File: config.mk
export PLATFORM = sky130hd
export DESIGN_NAME = uart_rx_fifo
export DESIGN_NICKNAME = d
export VERILOG_FILES = /design/src/rtl/uart_rx_fifo.sv
export SDC_FILE = /design/constraint.sdc
export NUM_CORES = 1
export LEC_CHECK = 0
export BUFFER_PORTS_ARGS = -buffer_cell sky130_fd_sc_hd__clkbuf_2
export CELL_PAD_IN_SITES_DETAIL_PLACEMENT = 1
export CELL_PAD_IN_SITES_GLOBAL_PLACEMENT = 2
export CORE_UTILIZATION = 48
export CTS_CLUSTER_SIZE = 24
export DETAILED_ROUTE_END_ITERATION = 16
export GPL_TIMING_DRIVEN = 0
export PLACE_DENSITY_LB_ADDON = 0.1
export SLEW_MARGIN = 15
export SYNTH_ARGS = -nofsm -noshare
export SYNTH_HDL_FRONTEND = slang
export SYNTH_SLANG_ARGS = --single-unit
File: constraint.sdc
create_clock -name clk -period 6 [get_ports clk]
set_clock_uncertainty 0.15 [all_clocks]
set_input_delay 0.9 -clock clk [delete_from_list [all_inputs] [get_ports clk]]
set_output_delay 0.9 -clock clk [all_outputs]
set_load 0.005 [all_outputs]
File: src/rtl/uart_rx_fifo.sv
// Receive buffer between the UART receiver and the bus: a first-word-fall-through FIFO
// of {error, data} entries with level, sticky overflow/underflow and a threshold interrupt.
module uart_rx_fifo #(
    parameter int unsigned DATAWIDTH = 8,
    parameter int unsigned DEPTH     = 16,
    parameter int unsigned ADDRW     = 4
) (
    input  logic                 clk,
    input  logic                 reset,
    input  logic                 rx_done,
    input  logic [DATAWIDTH-1:0] rx_data,
    input  logic                 rx_error,
    input  logic                 pop,
    input  logic                 flush,
    input  logic                 clr_flags,
    input  logic [ADDRW:0]       thresh,
    output logic [DATAWIDTH-1:0] rd_data,
    output logic                 rd_error,
    output logic                 empty,
    output logic                 full,
    output logic [ADDRW:0]       level,
    output logic                 overflow,
    output logic                 underflow,
    output logic                 irq
);

    localparam int unsigned LW = ADDRW + 1;
    localparam int unsigned EW = DATAWIDTH + 1;

    logic [EW-1:0]    r_mem [DEPTH];
    logic [ADDRW-1:0] r_wr_ptr;
    logic [ADDRW-1:0] r_rd_ptr;
    logic [LW-1:0]    r_level;
    logic [EW-1:0]    r_head;
    logic             r_overflow;
    logic             r_underflow;
    logic             r_irq;

    logic             w_empty;
    logic             w_full;
    logic             w_pop_ok;
    logic             w_push_ok;
    logic             w_ovf_ev;
    logic             w_unf_ev;
    logic [ADDRW-1:0] w_wr_ptr_nxt;
    logic [ADDRW-1:0] w_rd_ptr_nxt;
    logic [LW-1:0]    w_level_nxt;
    logic [EW-1:0]    w_head_nxt;

    assign w_empty = (r_level == '0);
    assign w_full  = (r_level == LW'(DEPTH));

    // Next-state: flush overrides push/pop and suppresses the flag events of that cycle.
    always_comb begin
        w_pop_ok     = pop && !w_empty && !flush;
        w_push_ok    = rx_done && !flush && (!w_full || w_pop_ok);
        w_ovf_ev     = rx_done && !flush && w_full && !w_pop_ok;
        w_unf_ev     = pop && !flush && w_empty;
        w_wr_ptr_nxt = r_wr_ptr;
        w_rd_ptr_nxt = r_rd_ptr;
        w_level_nxt  = r_level;
        if (flush) begin
            w_wr_ptr_nxt = '0;
            w_rd_ptr_nxt = '0;
            w_level_nxt  = '0;
        end else begin
            if (w_push_ok) w_wr_ptr_nxt = r_wr_ptr + ADDRW'(1);
            if (w_pop_ok)  w_rd_ptr_nxt = r_rd_ptr + ADDRW'(1);
            if (w_push_ok && !w_pop_ok)      w_level_nxt = r_level + LW'(1);
            else if (w_pop_ok && !w_push_ok) w_level_nxt = r_level - LW'(1);
        end
        // The byte written this cycle becomes the head when it lands on the next read slot.
        if (w_push_ok && (r_wr_ptr == w_rd_ptr_nxt)) w_head_nxt = {rx_error, rx_data};
        else                                          w_head_nxt = r_mem[w_rd_ptr_nxt];
    end

    always_ff @(posedge clk) begin
        if (w_push_ok) r_mem[r_wr_ptr] <= {rx_error, rx_data};
    end

    always_ff @(posedge clk or posedge reset) begin
        if (reset) begin
            r_wr_ptr    <= '0;
            r_rd_ptr    <= '0;
            r_level     <= '0;
            r_head      <= '0;
            r_overflow  <= 1'b0;
            r_underflow <= 1'b0;
            r_irq       <= 1'b0;
        end else begin
            r_wr_ptr    <= w_wr_ptr_nxt;
            r_rd_ptr    <= w_rd_ptr_nxt;
            r_level     <= w_level_nxt;
            if (w_level_nxt != '0) r_head <= w_head_nxt;
            r_overflow  <= w_ovf_ev || (r_overflow && !clr_flags);
            r_underflow <= w_unf_ev || (r_underflow && !clr_flags);
            r_irq       <= (thresh != '0) && (w_level_nxt >= thresh);
        end
    end

    assign rd_data   = r_head[DATAWIDTH-1:0];
    assign rd_error  = r_head[DATAWIDTH];
    assign empty     = w_empty;
    assign full      = w_full;
    assign level     = r_level;
    assign overflow  = r_overflow;
    assign underflow = r_underflow;
    assign irq       = r_irq;

endmodule

# ---- Yosys cells after proc, flatten, opt, wreduce, memory -nomap -nowiden
# Memories as Yosys holds them, arrays and structs flattened. A register that Yosys moved wholly into a read port is not among the register bits.
# Cells that the tools add are included.
dict set report totals {
  register_bits 16
  mem_bits_rw 144
  input_bits 20
  wordCells 48
  n_memories 1
}
# name depth word_bits rd rd_ports_with_merged_regs wr line
set memory_table {}
lappend memory_table {r_mem 16 9 1 1 1 30} ;# logic [EW-1:0] r_mem [DEPTH];
dict set report op_classes {
  addsub 4
  magnitude_cmp 1
  eq_ne 1
  muxes 9
  reduce_logical 26
}
# cell count
set op_table {}
lappend op_table {{$mux W4} 4}
lappend op_table {{$mux W5} 3}
lappend op_table {{$logic_and A1 B1 Y1} 13}
lappend op_table {{$reduce_bool A5 Y1} 2}
lappend op_table {{$add A4 B1 Y4 const B} 2}
lappend op_table {{$logic_not A1 Y1} 6}
lappend op_table {{$add A5 B1 Y5 const B} 1}
lappend op_table {{$eq A5 B5 Y1 const B} 1}
lappend op_table {{$ge A5 B5 Y1} 1}
lappend op_table {{$logic_not A5 Y1} 1}
lappend op_table {{$sub A5 B1 Y5 const B} 1}
lappend op_table {{$logic_or A1 B1 Y1} 3}
lappend op_table {{$mux W1} 2}
lappend op_table {{$reduce_bool A2 Y1} 1}

# ---- Logic depth before layout (Yosys ltp)
dict set report depth {
  word_depth 13
  depth_mapped 16
  ltp_nobuf 16
}

# ---- Least setup slack after synthesis
# No wires, ideal clock.
dict set report synth_timing {
  path_type {input to register}
  start {input flush}
  end {register r_irq, in the netlist irq}
  setup_ns 0.128
  t_arrival_ns 2.870
  required_ns 5.722
  setup_slack_ns 2.852
  cell_stages 14
  cell_sequence {clkbuf_1 nand2b_1 or3_1 a21oi_1 nand2b_1 nand2b_1 ha_1 nand2b_1 a21oi_1 nor2b_1 o21ai_0 nand2b_1 a21oi_1 a21oi_1}
}
dict set report synth_via {
  elab_chain_cells 11
  elab_cells_between_ends 14
  classes_between {1 x order compare; 3 x mux; 10 x reduce/logical}
}
# element line
set synth_lines {}
lappend synth_lines {{start: declaration} 14} ;# input logic flush,
lappend synth_lines {{$logic_not A1 Y1} {55, 56}}
lappend synth_lines {{$logic_and A1 B1 Y1} 55} ;# w_pop_ok = pop && !w_empty && !flush;
lappend synth_lines {{$logic_or A1 B1 Y1} 56} ;# w_push_ok = rx_done && !flush && (!w_full || w_pop_ok);
lappend synth_lines {{$logic_and A1 B1 Y1} 56}
lappend synth_lines {{$logic_not A1 Y1} 70} ;# else if (w_pop_ok && !w_push_ok) w_level_nxt = r_level - LW'(1);
lappend synth_lines {{$logic_and A1 B1 Y1} 70}
lappend synth_lines {{$mux W5} 70}
lappend synth_lines {{$mux W5} 69} ;# if (w_push_ok && !w_pop_ok) w_level_nxt = r_level + LW'(1);
lappend synth_lines {{$mux W5 *} 62} ;# if (flush) begin
lappend synth_lines {{$ge A5 B5 Y1 *} 97} ;# r_irq <= (thresh != '0) && (w_level_nxt >= thresh);
lappend synth_lines {{$logic_and A1 B1 Y1 *} 97}
lappend synth_lines {{end signal: assignment} 97}
lappend synth_lines {{end: declaration} 37} ;# logic r_irq;
# Every way passes the cells marked *; elsewhere a longest branch is shown, timed or not.
# A chain may end at the register's enable or synchronous reset.

# ---- Worst setup path in the final report
dict set report layout_timing {
  start {register r_level[0], in the netlist level[0]}
  end {register r_head[1], read port of r_mem}
}
dict set report layout_via {
  elab_chain_cells 12
  elab_cells_between_ends 20
  classes_between {2 x add/sub; 1 x eq/ne; 5 x mux; 12 x reduce/logical}
}
# element line
set layout_lines {}
lappend layout_lines {{start: declaration} 33} ;# logic [LW-1:0] r_level;
lappend layout_lines {{start signal: assignment} 93} ;# r_level <= w_level_nxt;
lappend layout_lines {{$logic_not A5 Y1} 50} ;# assign w_empty = (r_level == '0);
lappend layout_lines {{$logic_not A1 Y1} 55}
lappend layout_lines {{$logic_and A1 B1 Y1 (2 in a row)} 55}
lappend layout_lines {{$logic_or A1 B1 Y1} 56}
lappend layout_lines {{$logic_and A1 B1 Y1} 56}
lappend layout_lines {{$logic_not A1 Y1} 70}
lappend layout_lines {{$logic_and A1 B1 Y1} 70}
lappend layout_lines {{$mux W5} 70}
lappend layout_lines {{$mux W5} 69}
lappend layout_lines {{$mux W5} 62}
lappend layout_lines {{$reduce_bool A5 Y1} 94} ;# if (w_level_nxt != '0) r_head <= w_head_nxt;
lappend layout_lines {{end: declaration} 34} ;# logic [EW-1:0] r_head;
# Parallel ways exist; a longest one is shown, timed or not.

==> impl_metrics.tcl <==
set metrics [dict create \
    status "complete, no violations" \
    crit_required_ps 6160 \
    grt_ovf 0 \
    io_buffers 37 \
    crit_arrival_ps 3920 \
    part_of_the_yosys_area_used_for_sequential_elements_pct 65.96 \
    rows 45 \
    dr.pass1.iters 5 \
    layoutNonFillerInstCount 778 \
    remaining_drc_errors 0 \
    floorplan.die_area_sq_mm 0.01614 \
    multi_input_gate_area_sq_mm 0.002276 \
    grt_antenna_before_repair 0 \
    clock_latency_on_the_worst_skew_pair_ps 430 \
    finalWirelength_um 18530 \
    initial_utilization_pct 49.18 \
    pin_slew_with_the_least_headroom_to_its_limit_ps 969.7 \
    hold_path_class "flop to flop" \
    max_clock_freq_ghz 0.2660 \
    vias_per_cell 5.910 \
    async_flop_share_pct 14.79 \
    num_vias 4598 \
    maxSlewHeadroom_pct 34.96 \
    yosys_reg_bits 169 \
    leakage_dissipation_nw 3.091 \
    rsz0062_at_grt "false" \
    cts_resized 0 \
    vdd_ir_drop_max_uv 232.8 \
    syn_area_per_cell_sq_um 15.07 \
    final-seq-area_sq_mm 0.004950 \
    tritoncts "yes" \
    post-route-period-util_pct 62.65 \
    fillCellCount 1473 \
    timing.critical_path.fanout_max 10 \
    dpl.cell_count 746 \
    gpl.final_weighted_congestion 0.8166 \
    core_sq_mm 0.01526 \
    io_pins 39 \
    detailed_place_hpwl_um 12680 \
    post_synth_num_cell_types 59 \
    number_of_inserted_diodes 0 \
    area_added_between_synthesis_and_finish_pct 13.84 \
    cts_hold_buffers 0 \
    power_density_mw_per_mm2 391.9 \
    dieHeight_um 127.0 \
    clk_pin_slew_worst_paths_ps 70 \
    all_layer_gr_usage_pct 24.47 \
    finalCriticalPeriod_ps 3759 \
    cts_buffers 17 \
    startpoint_type "flop" \
    hold_viol 0 \
    post_synth_instance_area_sq_mm 0.007505 \
    die-width_um 127.0 \
    worst-setup-path-type "flop to flop" \
    grt_start_max_net_pins 26 \
    count_of_warnings_emitted_by_yosys 0 \
    timing.final.max_slew_violations 0 \
    avgRoutedWirePerCell_um 23.82 \
    synth-edff-count 144 \
    drt_iter0_markers 254 \
    cap_viol_max_count 0 \
    cts_setup_buffers 0 \
    final.setup.tns_ps 0 \
    cts_sinks 169 \
    ant_nets_after_route 0 \
    drive_gt1_share_pct 21.69 \
    final_net_count 586 \
    synth_cells 498 \
    crit_path_end_kind "flop" \
    root_buffer_selected_by_cts "clkbuf_16" \
    setup_violating_endpoint_count_in_the_final_report 0 \
    synth_flop_cell "edfxtp_1" \
    first_global_vias 4654 \
    wire_length_of_the_first_global_routing_pass_um 28000 \
    count_of_h_tree_levels_built_during_cts 4 \
    synth_fp_nets 530 \
    clk_path_buf_depth 2 \
]
-- critical path: stages (launching register included) --
cell,delay [ps]
dfrtp_1,450
inv_1,120
ha_1,230
or4b_4,530
clkinv_4,110
mux2_2,430
clkbuf_1,260
and3_1,240
a211o_1,280
a32o_1,310
a211oi_1,400
o211ai_2,110
-- cell type report --
type	count	area share, %
buffer	32	2.402
clock buffer	17	4.979
clock inverter	15	1.919
inverter	17	0.8641
multi-input combinational	280	26.64
sequential	169	57.94
tap	211	3.090
timing repair buffer	37	2.168
-- power breakdown --
group	total (mW)	internal [mW]	leakage (nW)	switching, mW
Clock	1.10	0.621	0.281	0.480
Sequential	1.37	1.33	1.63	0.0381
Combinational	0.878	0.380	1.18	0.499
Total	3.35	2.33	3.09	1.02
-- cell usage after synthesis (2+ instances only) --
cell / number / share of area, %
xnor2_1: 4 / 0.47
a32oi_1: 8 / 0.93
inv_1: 14 / 0.70
and3_1: 35 / 2.9
nand2_1: 17 / 0.85
nor3_1: 3 / 0.20
mux2_4: 2 / 0.40
edfxtp_1: 144 / 58
clkinv_4: 2 / 0.23
a21oi_1: 16 / 1.1
mux2_2: 2 / 0.30
nor2b_1: 5 / 0.42
buf_4: 9 / 0.90
nand4_1: 2 / 0.17
buf_6: 6 / 0.90
o211ai_2: 9 / 1.5
nand3_1: 6 / 0.40
buf_2: 5 / 0.33
and2_1: 13 / 1.1
dfrtp_1: 25 / 8.3
mux2i_1: 11 / 1.5
a32o_1: 9 / 1.2
mux4_2: 10 / 3.0
a211o_1: 19 / 2.2
o22ai_1: 2 / 0.17
xor2_1: 2 / 0.23
ha_1: 12 / 2.0
nand3b_1: 9 / 0.90
nor3b_1: 2 / 0.20
nor2_1: 13 / 0.65
clkbuf_1: 11 / 0.55
a211oi_1: 34 / 3.4
and4_1: 5 / 0.58
nand2b_1: 7 / 0.58
-- per-stage QoR --
step | util, % | setup slack, ps | cell area (sq um) | hold slack (ps) | total power [mW]
final | 55.99 | 2241 | 8543 | 342.8 | 3.348
after global routing | 55.99 | 2033 | 8543 | 364.2 | 3.467
after CTS | 55.99 | 2250 | 8543 | 347.1 | 3.367
after detailed placement | 52.13 | 2265 | 7954 | 326.6 | 2.270
after global placement | 52.13 | 2294 | 7954 | 324.4 | 2.253
after floorplan | - | 2852 | 7505 | 331.1 | 1.988
-- routing by layer --
layer	wire length (um)	up-vias	global-route usage [%]
met3	799	16	4.439
met1	8874	2366	34.93
met4	178	0	7.073
met2	8678	119	38.69
li1	-	2097	-
met5	0	-	0
-- cells in the final DEF (no fill, tap or decap), types with 3 or more instances in the layout --
cell	synthesis	final
clkbuf_16	0	17
clkbuf_2	0	37
and2_1	13	13
nand2b_1	7	7
a21oi_1	16	16
nor2b_1	5	5
o211ai_2	9	9
a211oi_1	34	34
nand3_1	6	6
inv_6	0	5
nor3_1	3	3
and4_1	5	5
buf_4	9	9
buf_6	6	6
nand3b_1	9	9
and3_1	35	35
inv_1	14	13
nor2_1	13	13
xnor2_1	4	4
ha_1	12	12
nand2_1	17	17
a211o_1	19	19
clkinvlp_4	0	3
clkinv_4	2	4
dfrtp_1	25	25
mux2i_1	11	11
mux4_2	10	10
a32o_1	9	9
buf_2	5	5
clkbuf_1	11	11
a32oi_1	8	8
edfxtp_1	144	144
-- cells by family after synthesis --
logic type	Yosys count	synth area share, %
AOI/OAI and AO/OA	108	11.84
xor gates and xnor gates	6	0.7002
adders and majority gates	12	2.001
buffers and inverters	49	3.718
DFF	169	65.96
muxes	26	5.352
and+or+nand+nor	128	10.44
-- sequential cells by signal (all words and copies together), names as in the netlist --
name / count
irq: 1
r_head: 9
r_wr_ptr: 4
r_mem: 144
overflow: 1
r_rd_ptr: 4
level: 5
underflow: 1
-- worst paths after layout --
check | from | to | slack (ps) | cells after the start
worst max-delay path | level[0]$_DFF_PP0_ | r_head[1]$_DFFE_PP0P_ | 2240 | 11
max in group asynchronous | reset | level[4]$_DFF_PP0_ | 4850 | 2
min in group asynchronous | reset | r_head[8]$_DFFE_PP0P_ | 400 | 2
worst min-delay path | r_head[4]$_DFFE_PP0P_ | r_head[4]$_DFFE_PP0P_ | 340 | 2
worst min register to register | r_head[4]$_DFFE_PP0P_ | r_head[4]$_DFFE_PP0P_ | 340 | 2
worst max register to register | level[0]$_DFF_PP0_ | r_head[1]$_DFFE_PP0P_ | 2240 | 11
No activity file was read; power rests on OpenSTA's default activity.
